==> src/rtl/seg7_scan_ctrl.sv <==
// Multiplexed 7-segment scan controller: cycles each digit through an
// all-off guard window and an ON window, with frame-aligned value updates.
module seg7_scan_ctrl #(
  parameter int NUM_DIGITS  = 4,
  parameter int REFRESH_DIV = 50000,
  parameter int GUARD_CYC   = 16
) (
  input  logic                    clk,
  input  logic                    rst_n,
  input  logic                    en,
  input  logic [4*NUM_DIGITS-1:0] digits,
  input  logic                    load,
  input  logic                    blank_lz,
  output logic [3:0]              bcd_out,
  output logic [NUM_DIGITS-1:0]   an,
  output logic                    upd_pending,
  output logic                    frame_done
);

  localparam int IW   = $clog2(NUM_DIGITS);
  localparam int CMAX = (REFRESH_DIV > GUARD_CYC) ? REFRESH_DIV : GUARD_CYC;
  localparam int CW   = $clog2(CMAX + 1);
  localparam logic [CW-1:0] GUARD_LAST = CW'(GUARD_CYC - 1);
  localparam logic [CW-1:0] ON_LAST    = CW'(REFRESH_DIV - 1);
  localparam logic [IW-1:0] IDX_LAST   = IW'(NUM_DIGITS - 1);

  typedef enum logic [1:0] {IDLE, GUARD, ON} state_t;

  state_t                  state_q, state_d;
  logic [IW-1:0]           idx_q, idx_d;
  logic [CW-1:0]           cnt_q, cnt_d;
  logic                    wrap;
  logic                    xfer;
  logic [4*NUM_DIGITS-1:0] pending_q;
  logic [4*NUM_DIGITS-1:0] shadow_q, shadow_d;
  logic [NUM_DIGITS-1:0]   zero_tail;
  logic                    all_zero;
  logic [3:0]              bcd_d;
  logic [NUM_DIGITS-1:0]   an_d;

  // Next-state logic; en=0 overrides every transition.
  always_comb begin
    state_d = state_q;
    idx_d   = idx_q;
    cnt_d   = cnt_q;
    wrap    = 1'b0;
    case (state_q)
      IDLE: begin
        state_d = GUARD;
        idx_d   = '0;
        cnt_d   = '0;
      end
      GUARD: begin
        if (cnt_q == GUARD_LAST) begin
          state_d = ON;
          cnt_d   = '0;
        end else begin
          cnt_d = cnt_q + CW'(1);
        end
      end
      ON: begin
        if (cnt_q == ON_LAST) begin
          state_d = GUARD;
          cnt_d   = '0;
          if (idx_q == IDX_LAST) begin
            idx_d = '0;
            wrap  = 1'b1;
          end else begin
            idx_d = idx_q + IW'(1);
          end
        end else begin
          cnt_d = cnt_q + CW'(1);
        end
      end
      default: state_d = IDLE;
    endcase
    if (!en) begin
      state_d = IDLE;
      idx_d   = '0;
      cnt_d   = '0;
      wrap    = 1'b0;
    end
  end

  // Shadow takes the pending value at a frame wrap, or immediately while idle.
  assign xfer     = upd_pending && (wrap || state_q == IDLE);
  assign shadow_d = xfer ? pending_q : shadow_q;

  // Outputs are computed from next-cycle values so registered outputs line up
  // with the state they describe; suppression uses the shadow being loaded.
  always_comb begin
    zero_tail = '0;
    all_zero  = 1'b1;
    for (int k = NUM_DIGITS - 1; k >= 0; k--) begin
      all_zero     = all_zero && (shadow_d[4*k +: 4] == 4'd0);
      zero_tail[k] = all_zero;
    end
    bcd_d = 4'hF;
    an_d  = '1;
    for (int k = 0; k < NUM_DIGITS; k++) begin
      if (state_d != IDLE && idx_d == IW'(k)) begin
        if (blank_lz && k != 0 && zero_tail[k])
          bcd_d = 4'hF;
        else
          bcd_d = shadow_d[4*k +: 4];
        if (state_d == ON)
          an_d[k] = 1'b0;
      end
    end
  end

  always_ff @(posedge clk) begin
    if (!rst_n) begin
      state_q     <= IDLE;
      idx_q       <= '0;
      cnt_q       <= '0;
      an          <= '1;
      bcd_out     <= 4'hF;
      frame_done  <= 1'b0;
      upd_pending <= 1'b0;
      pending_q   <= '0;
      shadow_q    <= '0;
    end else begin
      state_q    <= state_d;
      idx_q      <= idx_d;
      cnt_q      <= cnt_d;
      an         <= an_d;
      bcd_out    <= bcd_d;
      frame_done <= wrap;
      shadow_q   <= shadow_d;
      if (load) begin
        pending_q   <= digits;
        upd_pending <= 1'b1;
      end else if (xfer) begin
        upd_pending <= 1'b0;
      end
    end
  end

endmodule

==> config.mk <==
export PLATFORM = sky130hd
export DESIGN_NAME = seg7_scan_ctrl
export DESIGN_NICKNAME = d
export VERILOG_FILES = /design/src/rtl/seg7_scan_ctrl.sv
export SDC_FILE = /design/constraint.sdc
export NUM_CORES = 1
export LEC_CHECK = 0
export ABC_AREA = 1
export CORE_MARGIN = 2
export CORE_UTILIZATION = 35
export DETAILED_ROUTE_END_ITERATION = 8
export MAX_ROUTING_LAYER = met4
export SYNTH_ARGS = -nofsm -noshare
export SYNTH_HDL_FRONTEND = slang
export SYNTH_SLANG_ARGS = --single-unit
==> constraint.sdc <==
create_clock -name clk -period 5.7 [get_ports clk]
set_clock_uncertainty 0.2 [all_clocks]
set_input_delay 1.71 -clock clk [delete_from_list [all_inputs] [get_ports clk]]
set_output_delay 1.71 -clock clk [all_outputs]
set_load 0.02 [all_outputs]
After elaboration in Yosys (flattened, before gate mapping) --
Cells that the tools add are included.
Storage, ports and cells: flip-flop bits (word level) 62, bits of input ports 21, output and inout port bits 10, logic and storage cells 73
Operators by class: $add $sub $neg 2, eq/ne operators 9, multiplexer cells 26, reductions and logical operators 24
Operators by type and width (count):
- 2-to-1 mux 16 bit | 3
- one-hot mux 16 bit (3 select lines) | 1
- 2-to-1 mux 4 bit | 7
- adder 16 x 1 -> 16 bit (second input constant) | 1
- == test 16 bit (second input constant) | 1
- == test 16 x 4 -> 1 bit (second input constant) | 1
- zero test 4 bit | 3
- 2-to-1 mux 2 bit | 6
- == test 2 bit (second input constant) | 5
- logical AND 1 bit | 10
- AND reduction 2 bit | 5
- 2-to-1 mux 1 bit | 7
- one-hot mux 2 bit (3 select lines) | 1
- == test 2 x 1 -> 1 bit (second input constant) | 2
- zero test 2 bit | 2
- one-hot mux 2 bit (2 select lines) | 1
- nonzero test 2 bit | 2
- nonzero test 3 bit | 1
- adder 2 x 1 -> 2 bit (second input constant) | 1
- logical OR 1 bit | 1

Depth between registers and ports, before layout --
Gate-level depths: netlist of the first run.
word-level depth 16, mapped depth 18, mapped depth without buffers 18

Worst setup path before layout of the first run --
Ideal clock, no wire load.
path type input to register, start in en, end reg bcd_out[0], library setup time 0.115 ns, data arrival time 2.933 ns, required time 5.385 ns, setup slack 2.452 ns, stages 16, path buffers 1, cells stage by stage inv_1 nor2_1 nand3_4 nand2_8 nand2_8 buf_6 nand2_1 nand2_1 nand3_1 nor2_2 nand2_1 nand3_1 nand2_1 inv_1 nand2_1 nand2_1
Between the ends: longest elaborated chain between the ends 12, elaborated cells between the ends (all ways) 30, classes of those cells 3 x eq/ne; 11 x mux; 16 x reduce/logical
Ends and longest elaborated chain:
- start, declared | line 10 | input logic en,
- 2-to-1 mux 1 bit | line 77 | if (!en) begin
- logical OR 1 bit | line 86 | assign xfer = upd_pending && (wrap || state_q == IDLE);
- logical AND 1 bit | line 86
- 2-to-1 mux 16 bit | line 87 | assign shadow_d = xfer ? pending_q : shadow_q;
- zero test 4 bit | line 95 | all_zero = all_zero && (shadow_d[4*k +: 4] == 4'd0);
- logical AND 1 bit (2 in a row) | line 95
- logical AND 1 bit | line 102 | if (blank_lz && k != 0 && zero_tail[k])
- 2-to-1 mux 4 bit | line 102
- 2-to-1 mux 4 bit (2 in a row) | line 101 | if (state_d != IDLE && idx_d == IW'(k)) begin
- 2-to-1 mux 4 bit * | line 101
- end signal, assigned | line 118 | bcd_out <= 4'hF;
- end signal, assigned | line 128 | bcd_out <= bcd_d;
- end, declared | line 14 | output logic [3:0] bcd_out,
Mark *: on every way between the ends. The rest lies on a longest branch, timed or not. A chain may end at the register's enable or synchronous reset.

Worst setup path in the final report of the first run --
start in en, end reg bcd_out[1]
The elaborated chain is that of the path after synthesis.

==> results by group, run 1 <==
CTS
  – Clk Latency, worst-skew pair: 0.35 ns
  – PostCTS Resize Cnt: 0
  – Sink Count: 62
  – Hold_buf cts: 0
  – H-tree depth: 3
  – Postcts setup bufs: 0
  – CTS root buffer: clkbuf_8
  – Clock slew at reported path FFs: 0.07 ns
  – Maximum root-to-sink buffer count: 2
  – CTS tree: done
  – Total CTS buffers: 9

Die
  – DIE AREA: 0.00913 mm²
  – FP Rows: 33
  – Ports: 31
  – Chip width: 95.6 µm
  – Core region area: 0.00818 mm²
  – Initial core utilization: between 30 and 40%
  – Die Y: between 90 and 100 µm

Worst setup path
  – Crit start category: primary input
  – Kind of critical path: primary input to register
  – Critical Path Slowest Stage Cell: clkdlybuf4s50_1
  – CP startpoint: en
  – Crit path buffers/inverters: 3
  – Most used cell, CP: nand2_1
  – CP max FO: 25
  – CP Capture Type: register
  – Worst R2R Start: cnt_q[0]$_SDFFE_PN0P_
  – Crit path max-delay family: simple AND/OR/NAND/NOR gates
  – CP Data Required Time: around 5.8 ns
  – R2r setup slk: 2.94 ns
  – CP arrival: approximately 3.8 ns
  – Reg2Reg Depth: 9
  – Critical Path Max Stage Delay: 0.52 ns
  – Worst r2r dst: cnt_q[13]$_SDFFE_PN0P_
  – Crit-path cells: clkdlybuf4s50_1 -> inv_1 -> nor2_1 -> nand3_4 -> nand2_8 -> nand2_8 -> o21ai_2 -> nand2_1 -> nor2_2 -> nand2_1 -> nand3_1 -> nand2_1 -> inv_1 -> nand2_1 -> nand2_1

Placement
  – HPWL after DPL: 4660 µm
  – PortBufs: 30
  – DP Worst Slack: between 1.5 and 2 ns
  – Placed Area: 0.00332 mm²
  – Final RePlAce weighted congestion: 0.924

Yosys
  – Yosys warns: 0
  – Post-synth cell types: 33
  – Cell area after synthesis: 0.00293 mm²
  – Post-synth top area share: 42.3%
  – Syn Nets: 448
  – Number of enable flip-flop cells after synthesis: 0
  – Top cells by area, synth: dfxtp_1 42%, nand2_1 11%, nor2_1 9.9%, inv_1 7.4%, a21oi_1 4.8%
  – Synth area leader: dfxtp_1
  – Sequential cell area fraction in the yosys report: a little over two fifths
  – Synth Register Bits: 62
  – Avg Cell Area, Syn: 6.99 µm²
  – Synth Flop Type: dfxtp_1
  – FFs w/ async S/R, synth: 0%
  – Cells after Synth: 420

Layout
  – Layout cell share with drive strength beyond 1: 8.79%
  – ANT cells: 0
  – Final Util: 43.3%
  – Design area: 0.00354 mm²
  – Final net count: 478
  – Synthesis-to-finish area growth: 20.6%
  – Fill cell count: 826

Global routing
  – Total track usage: 15.9%
  – Vias in the first global route: 2382
  – GR Overflow Total: 0
  – First-pass GRT wire length: about 11000 µm
  – Largest net degree at the start of global routing: 28
  – Initial antenna violation count: 0

Min path
  – Hold Path Sink: pending_q[7]$_SDFFE_PN0P_
  – Min-delay worst type: register to register
  – Hold Startpoint: pending_q[7]$_SDFFE_PN0P_
  – Hold path cells: 2

Drt
  – Detailed Routing Iterations Pass 1: 5
  – DRT antenna net count: 0
  – Vias/cell: ~4.6
  – WL final: ~6300 µm
  – Via count: 2570
  – Drt wl/cell: between 10 and 15 µm
  – Iteration-0 DRC Markers: 95
  – Remaining DRCs: 0

STA
  – Max-slew headroom: approximately a quarter
  – Final Hold Fails: 0
  – FMAX: 0.273 GHz
  – Worst setup margin: 2.03 ns
  – Hold_ws: 0.262 ns
  – Worst Tran Pin Value: 1.13 ns
  – Final period utilization: roughly 64%
  – Setup TNS: 0 ns
  – Min Tclk post-route: 3.67 ns
  – RSZ-0062 raised after global routing: false
  – Final setup viols: 0
  – Max Slew Vio Count: 0

Power and ir drop
  – Leak: between 0.0015 and 0.002 µW
  – Peak supply drop: 0.114 mV
  – Power Dens Cells: 282 mW/mm²

Status
  – Status: finished clean

Job
  – Maxcap violations: 0
cells by family after synthesis:
| family | synth area share, % |
|---|---|
| buffers and inverters | 9.89 |
| AND/OR/NAND/NOR | 32.5 |
| flip-flops | 42.3 |
| adder cells (fa/ha/maj) | 2.98 |
| AO/OA/AOI/OAI | 12.1 |
| XOR/XNOR | 0.299 |
power breakdown:
group	switching (µW)	internal [µW]
registers	8.03	452
logic	61.1	41.9
clock network	180	256
metal layers:
layer,up-vias,part of all wire [%],track usage (%)
met5,-,0,-
met4,0,2.0,5.36
met3,17,3.8,4.51
met2,38,45,24.5
met1,1141,49,20.1
li1,1374,-,-
cells in the mapped netlist (all sizes together) (2+ instances only):
master / instances
buf: 3
nand4: 4
nand2: 88
o21ai: 30
inv: 61
ha: 7
o21bai: 4
clkbuf: 9
nor2: 83
nor3: 9
and3: 2
nor3b: 2
a21oi: 28
dfxtp: 62
nand3: 22
registers in the layout, indices dropped and copies added, names as in the netlist, 2 cells and up:
register   cells
idx_q          2
an             4
shadow_q      16
cnt_q         16
pending_q     16
state_q        2
bcd_out        4
metrics by stage:
stage / total power [µW] / instances
after global routing: 1050 / 560
final: 999 / 560
after global placement: 573 / 544
after CTS: 1010 / 560
after detailed placement: 573 / 544
after floorplan: 540 / 420
cells in the final DEF (no fill, tap or decap), types with 2 or more instances in the layout:
master and n:
nor3_1 8, nor2_4 2, nand4_1 4, and3_1 2, nand2_1 84, nand3_2 2
clkbuf_8 10, inv_2 3, inv_1 58, dfxtp_1 62, nor3b_1 2, nor2_2 4
bufinv_16 2, o21bai_1 4, o21ai_2 5, clkdlybuf4s50_1 30, nand2_8 2, nand2_2 2
ha_1 7, nand3_1 19, o21ai_0 24, a21oi_1 28, clkinv_2 2, nor2_1 77
clkinvlp_4 2
worst min-delay path, delay by kind of cell, from the launching register on:
| family | cells | cell delay, ns |
|---|---|---|
| buf+inv | 1 | 0.06 |
| compound gates | 1 | 0.06 |
| flops | 1 | 0.30 |
area by class of cell:
type	count	area, µm²	share of cell area, %
Clock buffer	10	138	3.89
Clock inverter	6	85.1	2.40
Sequential cell	62	1240	35.1
Inverter	62	233	6.58
Multi-Input combinational cell	284	1400	39.6
Tap cell	105	131	3.71
Timing Repair Buffer	31	308	8.70
worst max path at each step:
stage          cells past startpoint               endpoint
4_1_cts                           15  bcd_out[1]$_SDFF_PN1_
5_1_grt                           15  bcd_out[3]$_SDFF_PN1_
3_3_place_gp                      15  bcd_out[0]$_SDFF_PN1_
3_5_place_dp                      15  bcd_out[1]$_SDFF_PN1_
2_1_floorplan                     16  bcd_out[0]$_SDFF_PN1_
6_report                          15  bcd_out[1]$_SDFF_PN1_
Note: power is estimated with default switching activity, not from simulation.
==> run 2: changes to the inputs <==
==> constraint.sdc (replaced) <==
create_clock -name clk -period 3.32 [get_ports clk]
set_clock_uncertainty 0.2 [all_clocks]
set_input_delay 0.996 -clock clk [delete_from_list [all_inputs] [get_ports clk]]
set_output_delay 0.996 -clock clk [all_outputs]
set_load 0.02 [all_outputs]
==> run 2 against run 1 <==
Die area stayed put; clock power is 51% higher; highest routed layer unchanged; cell area is 0.99% higher; total power is 64% higher; register-to-register slack lost 2.4 ns; combinational power increased by 83%.
==> results by group, run 2 (synthesis gave the netlist of run 1 again) <==
Worst setup path
  – Worst R2R Start: cnt_q[0]$_SDFFE_PN0P_ (unchanged)
  – CP Data Required Time: 3.40 ns (was 5.79 ns)
  – Most used cell, CP: nand2_1 (unchanged)
  – CP Capture Type: register (unchanged)
  – CP arrival: 3.01 ns (was 3.75 ns)
  – Worst r2r dst: cnt_q[13]$_SDFFE_PN0P_ (unchanged)
  – Crit start category: primary input (unchanged)
  – Reg2Reg Depth: 9 (unchanged)
  – CP startpoint: en (unchanged)
  – CP max FO: 25 (unchanged)
  – Kind of critical path: primary input to register (unchanged)
  – Crit-path cells: clkdlybuf4s50_1 -> inv_1 -> nor2_1 -> nand3_4 -> nand2_8 -> nand2_8 -> o21ai_2 -> nand2_1 -> nor2_1 -> nand2_1 -> nand3_1 -> nand2_1 -> inv_1 -> nand2_1 -> nand2_1 (was clkdlybuf4s50_1 -> inv_1 -> nor2_1 -> nand3_4 -> nand2_8 -> nand2_8 -> o21ai_2 -> nand2_1 -> nor2_2 -> nand2_1 -> nand3_1 -> nand2_1 -> inv_1 -> nand2_1 -> nand2_1)
  – Critical Path Slowest Stage Cell: clkdlybuf4s50_1 (unchanged)
  – R2r setup slk: 0.58 ns (was 2.94 ns)
  – Crit path capture: bcd_out[0]$_SDFF_PN1_ (was bcd_out[1]$_SDFF_PN1_)
  – Critical Path Max Stage Delay: 0.51 ns (was 0.52 ns)

Drt
  – Detailed Routing Iterations Pass 1: 4 (was 5)
  – Drt wl/cell: 11.0 µm (was 11.3 µm)
  – Remaining DRCs: 0 (unchanged)
  – Via count: 2559 (was 2570)
  – DRT antenna net count: 0 (unchanged)
  – WL final: 6240 µm (was 6320 µm)
  – Vias/cell: 4.51 (was 4.59)
  – Iteration-0 DRC Markers: 87 (was 95)

Layout
  – Final net count: 486 (was 478)
  – Layout cell share with drive strength beyond 1: 10.4% (was 8.79%)
  – Largest regs: cnt_q (16), pending_q (16), shadow_q (16) (unchanged)
  – Fill cell count: 874 (was 826)
  – Final Util: 43.7% (was 43.3%)
  – Commonest non-fill, non-tap cell in the layout: nand2_1 (unchanged)
  – Commonest cells after routing, fill and taps aside: 84 x nand2_1, 77 x nor2_1, 62 x dfxtp_1 (unchanged)
  – ANT cells: 0 (unchanged)
  – Reg area: 0.00124 mm² (unchanged)
  – Synthesis-to-finish area growth: 21.8% (was 20.6%)
  – Area of the multi-input gates: 0.00140 mm² (unchanged)
  – Final non-filler cell total: 568 (was 560)

STA
  – Worst Tran Pin Value: 1.07 ns (was 1.13 ns)
  – Setup TNS: 0 ns (unchanged)
  – Final setup viols: 0 (unchanged)
  – RSZ-0062 raised after global routing: false (unchanged)
  – Final period utilization: 88.4%
  – Final Hold Fails: 0 (unchanged)
  – Max Slew Vio Count: 0 (unchanged)
  – Hold_ws: 0.270 ns (was 0.262 ns)
  – FMAX: between 0.3 and 0.4 GHz
  – Min Tclk post-route: 2.93 ns
  – Max-slew headroom: 28.5% (was 24.8%)

Die
  – Ports: 31 (unchanged)
  – Chip width: 95.6 µm (unchanged)
  – Die Y: 95.6 µm (unchanged)
  – Initial core utilization: 35.9% (unchanged)
  – Core region area: 0.00818 mm² (unchanged)
  – DIE AREA: 0.00913 mm² (unchanged)
  – FP Rows: 33 (unchanged)

Global routing
  – Vias in the first global route: 2287 (was 2382)
  – First-pass GRT wire length: 10400 µm (was 10900 µm)
  – Total track usage: 15.1% (was 15.9%)
  – GR Overflow Total: 0 (unchanged)
  – Initial antenna violation count: 0 (unchanged)
  – Largest net degree at the start of global routing: 27 (was 28)

Status
  – Status: finished clean (unchanged)

Power and ir drop
  – Comb pwr share: 11.5% (was 10.3%)
  – NetSw: 431 µW (was 249 µW)
  – Power consumption: 1640 µW (was 999 µW)
  – Clk network pwr share: 40.2% (was 43.7%)
  – Leak: 0.00158 µW (was 0.00155 µW)
  – Power Dens Cells: 458 mW/mm² (was 282 mW/mm²)
  – Peak supply drop: 0.205 mV (was 0.114 mV)
  – Internal power: 1210 µW (was 750 µW)
  – Flop pwr share: 48.3% (was 46.0%)
  – Sw Share: 26.3% (was 24.9%)

CTS
  – Total CTS buffers: 9 (unchanged)
  – Clock slew at reported path FFs: 0.07 ns (about the same)
  – H-tree depth: 3 (unchanged)
  – CTS root buffer: clkbuf_8 (unchanged)
  – CTS tree: done (unchanged)
  – Clk Latency, worst-skew pair: 0.34 ns (was 0.35 ns)
  – Sink Count: 62 (unchanged)
  – Hold_buf cts: 0 (unchanged)
  – Postcts setup bufs: 0 (unchanged)
  – PostCTS Resize Cnt: 0 (unchanged)
  – Maximum root-to-sink buffer count: 2 (unchanged)

Job
  – Maxcap violations: 0 (unchanged)

Placement
  – Final RePlAce weighted congestion: 0.907 (was 0.924)
  – HPWL after DPL: 4750 µm (was 4660 µm)
  – Placed cell count: 552 (was 544)
  – PortBufs: 30 (unchanged)

Min path
  – Min-delay worst type: register to register (unchanged)
  – Hold path cells: 2 (unchanged)
## run 2: layout make-up
class | instances | area share, %
multi-input combinational | 284 | 39.3
sequential | 62 | 34.7
timing repair buffer | 39 | 10.3
inverter | 62 | 6.51
tap | 105 | 3.68
clock buffer | 9 | 3.47
clock inverter | 7 | 2.07
## run 2: worst max-delay path, delay by kind of cell
| family | cells | cell delay (ns) |
|---|---|---|
| AO/OA/AOI/OAI | 1 | 0.21 |
| buffers and inverters | 3 | 0.65 |
| AND/OR/NAND/NOR | 11 | 1.15 |
## run 2: power by group through the flow
stage                     sequential, µW  combinational (µW)  clock [µW]
after floorplan                      807                 120           0
after global placement               807                 188           0
after detailed placement             807                 189           0
after CTS                            790                 190         679
after global routing                 793                 217         716
final                                790                 189         658
## run 2: layer usage
| metal | up-vias | track usage, % | wire length [µm] |
|---|---|---|---|
| met5 | - | - | 0 |
| met4 | 0 | 4.88 | 95 |
| met3 | 10 | 4.27 | 211 |
| met2 | 36 | 23.1 | 2730 |
| met1 | 1110 | 19.4 | 3200 |
| li1 | 1403 | - | - |
## run 2: through the flow
stage,cell area [µm²],setup WS (ns)
2_1_floorplan,2930,0.786
3_3_place_gp,3380,0.112
3_5_place_dp,3380,0.0616
4_1_cts,3570,0.404
5_1_grt,3570,0.159
6_report,3570,0.385
## run 2: worst min-delay path by stage
stage / startpoint / end / slack (ns)
2_1_floorplan: pending_q[15]$_SDFFE_PN0P_ / pending_q[15]$_SDFFE_PN0P_ / 0.23
3_3_place_gp: pending_q[7]$_SDFFE_PN0P_ / pending_q[7]$_SDFFE_PN0P_ / 0.25
3_5_place_dp: pending_q[7]$_SDFFE_PN0P_ / pending_q[7]$_SDFFE_PN0P_ / 0.26
4_1_cts: pending_q[7]$_SDFFE_PN0P_ / pending_q[7]$_SDFFE_PN0P_ / 0.27
5_1_grt: pending_q[12]$_SDFFE_PN0P_ / pending_q[12]$_SDFFE_PN0P_ / 0.31
6_report: pending_q[7]$_SDFFE_PN0P_ / pending_q[7]$_SDFFE_PN0P_ / 0.27
==> run 3: changes to the inputs <==
--- a/config.mk
+++ b/config.mk
@@ -7,9 +7,10 @@
 export LEC_CHECK = 0
 export ABC_AREA = 1
 export CORE_MARGIN = 2
-export CORE_UTILIZATION = 35
+export CORE_UTILIZATION = 45
 export DETAILED_ROUTE_END_ITERATION = 8
 export MAX_ROUTING_LAYER = met4
+export PLACE_DENSITY = 0.68
 export SYNTH_ARGS = -nofsm -noshare
 export SYNTH_HDL_FRONTEND = slang
 export SYNTH_SLANG_ARGS = --single-unit
==> run 3 against run 2 <==
Wire length grew 3.0%; via count rose by 3.0%; critical path depth stayed put; worst hold slack lost 0.0093 ns; cell area barely moved; maximum frequency up 0.50%; sequential cell count stayed put; highest routed layer unchanged.
==> results by group, run 3 (synthesis gave the netlist of run 1 again) <==
Worst setup path
  – CP Capture Type: register (unchanged)
  – CP max FO: 25 (unchanged)
  – Crit path max-delay family: simple AND/OR/NAND/NOR gates (unchanged)
  – Crit path buffers/inverters: 3 (unchanged)
  – Most used cell, CP: nand2_1 (unchanged)
  – Crit start category: primary input (unchanged)
  – Kind of critical path: primary input to register (unchanged)
  – CP arrival: 3.01 ns (about the same)
  – CP Data Required Time: 3.41 ns (was 3.40 ns)
  – Crit-path cells: clkdlybuf4s50_1 -> inv_1 -> nor2_1 -> nand3_4 -> nand2_8 -> nand2_8 -> o21ai_2 -> nand2_1 -> nor2_2 -> nand2_1 -> nand3_1 -> nand2_1 -> inv_1 -> nand2_1 -> nand2_1 (was clkdlybuf4s50_1 -> inv_1 -> nor2_1 -> nand3_4 -> nand2_8 -> nand2_8 -> o21ai_2 -> nand2_1 -> nor2_1 -> nand2_1 -> nand3_1 -> nand2_1 -> inv_1 -> nand2_1 -> nand2_1)
  – Critical Path Slowest Stage Cell: clkdlybuf4s50_1 (unchanged)
  – Critical Path Max Stage Delay: 0.50 ns (was 0.51 ns)

Die
  – Die Y: 84.7 µm (was 95.6 µm)
  – Ports: 31 (unchanged)
  – Core region area: 0.00631 mm² (was 0.00818 mm²)
  – Initial core utilization: 46.5% (was 35.9%)
  – DIE AREA: 0.00718 mm² (was 0.00913 mm²)
  – FP Rows: 29 (was 33)
  – Chip width: 84.7 µm (was 95.6 µm)

CTS
  – H-tree depth: 3 (unchanged)
  – Total CTS buffers: 9 (unchanged)
  – Clk Latency, worst-skew pair: 0.35 ns (was 0.34 ns)
  – Maximum root-to-sink buffer count: 2 (unchanged)
  – Clock slew at reported path FFs: 0.06 ns (was 0.07 ns)
  – Postcts setup bufs: 0 (unchanged)
  – Hold_buf cts: 0 (unchanged)
  – PostCTS Resize Cnt: 0 (unchanged)
  – CTS root buffer: clkbuf_8 (unchanged)
  – CTS tree: done (unchanged)
  – Sink Count: 62 (unchanged)

Layout
  – ANT cells: 0 (unchanged)
  – Fill cell count: 648 (was 874)
  – Commonest cells after routing, fill and taps aside: 84 x nand2_1, 77 x nor2_1, 62 x dfxtp_1 (unchanged)
  – Design area: 0.00357 mm² (about the same)
  – Final net count: 486 (unchanged)
  – Synthesis-to-finish area growth: 21.7% (was 21.8%)
  – Largest regs: cnt_q (16), pending_q (16), shadow_q (16) (unchanged)
  – Layout cell share with drive strength beyond 1: 9.72% (was 10.4%)
  – Commonest non-fill, non-tap cell in the layout: nand2_1 (unchanged)

Global routing
  – Largest net degree at the start of global routing: 27 (unchanged)
  – GR Overflow Total: 0 (unchanged)
  – Total track usage: 20.3% (was 15.1%)
  – Vias in the first global route: 2439 (was 2287)
  – First-pass GRT wire length: 11200 µm (was 10400 µm)
  – Initial antenna violation count: 0 (unchanged)

STA
  – FMAX: 0.342 GHz (was 0.341 GHz)
  – Final period utilization: 88.0% (was 88.4%)
  – Min Tclk post-route: 2.92 ns (was 2.93 ns)
  – Worst Tran Pin Value: 1.10 ns (was 1.07 ns)
  – RSZ-0062 raised after global routing: false (unchanged)
  – Setup TNS: 0 ns (unchanged)
  – Final Hold Fails: 0 (unchanged)
  – Final setup viols: 0 (unchanged)
  – Max-slew headroom: 26.5% (was 28.5%)
  – Worst setup margin: 0.400 ns (was 0.385 ns)
  – Max Slew Vio Count: 0 (unchanged)

Power and ir drop
  – Power consumption: 1780 µW (was 1640 µW)
  – Leak: 0.00160 µW (was 0.00158 µW)
  – Power Dens Cells: 498 mW/mm² (was 458 mW/mm²)
  – Peak supply drop: 0.251 mV (was 0.205 mV)

Drt
  – Vias/cell: 4.88 (was 4.51)
  – DRT antenna net count: 0 (unchanged)
  – Via count: 2637 (was 2559)
  – WL final: 6430 µm (was 6240 µm)
  – Detailed Routing Iterations Pass 1: 4 (unchanged)
  – Remaining DRCs: 0 (unchanged)
  – Drt wl/cell: 11.9 µm (was 11.0 µm)
  – Iteration-0 DRC Markers: 124 (was 87)

Placement
  – PortBufs: 30 (unchanged)
  – HPWL after DPL: 4660 µm (was 4750 µm)
  – DP Worst Slack: 0.0670 ns (was 0.0616 ns)
  – Placed Area: 0.00334 mm² (was 0.00338 mm²)
  – Final RePlAce weighted congestion: 0.826 (was 0.907)

Job
  – Maxcap violations: 0 (unchanged)

Min path
  – Min-delay worst type: register to register (unchanged)

Status
  – Status: finished clean (unchanged)
## run 3: final timing paths
| check | start | end | slack, ns | depth (start not counted) |
|---|---|---|---|---|
| max | en | bcd_out[2]$_SDFF_PN1_ | 0.40 | 15 |
| min | pending_q[15]$_SDFFE_PN0P_ | pending_q[15]$_SDFFE_PN0P_ | 0.26 | 2 |
| max reg2reg | cnt_q[0]$_SDFFE_PN0P_ | cnt_q[14]$_SDFFE_PN0P_ | 0.59 | 9 |
| min reg2reg | pending_q[15]$_SDFFE_PN0P_ | pending_q[15]$_SDFFE_PN0P_ | 0.26 | 2 |
## run 3: worst reg2reg max path, cell delays in order (launching register included)
cell,delay [ns]
dfxtp_1,0.37
ha_1,0.21
nand3_2,0.16
nor2_4,0.21
nand2_1,0.11
nand2_1,0.09
a21oi_1,0.12
o21bai_1,0.88
o21bai_1,0.23
a21oi_1,0.05
## run 3: report_power, final
| part | internal (µW) | switching [µW] |
|---|---|---|
| registers | 776 | 14.7 |
| clock network | 499 | 297 |
| logic | 82.3 | 109 |
| total | 1360 | 420 |
## run 3: area by class of cell
cell class	count	area (µm²)	share of cell area, %
clock buffer	12	135	3.78
clock inverter	4	95.1	2.66
inverter	62	233	6.52
multi-input combinational	284	1400	39.3
sequential	62	1240	34.8
tap	77	96.3	2.70
timing repair buffer	39	368	10.3
## run 3: per-stage QoR
stage	hold slack (ns)	utilization, %	std cells
finish	0.260	56.6	540
global route	0.287	56.6	540
detailed placement	0.254	52.9	524
global placement	0.249	52.9	524
CTS	0.263	56.6	540
floorplan	0.230	-	420
## run 3: layer usage
layer,part of all wire (%),up-vias,track usage [%],wire length (µm)
met5,0,-,-,0
li1,-,1396,-,-
met1,50,1181,25.9,3190
met2,45,52,30.6,2900
met4,1.5,0,9.96,97
met3,3.8,8,4.13,243
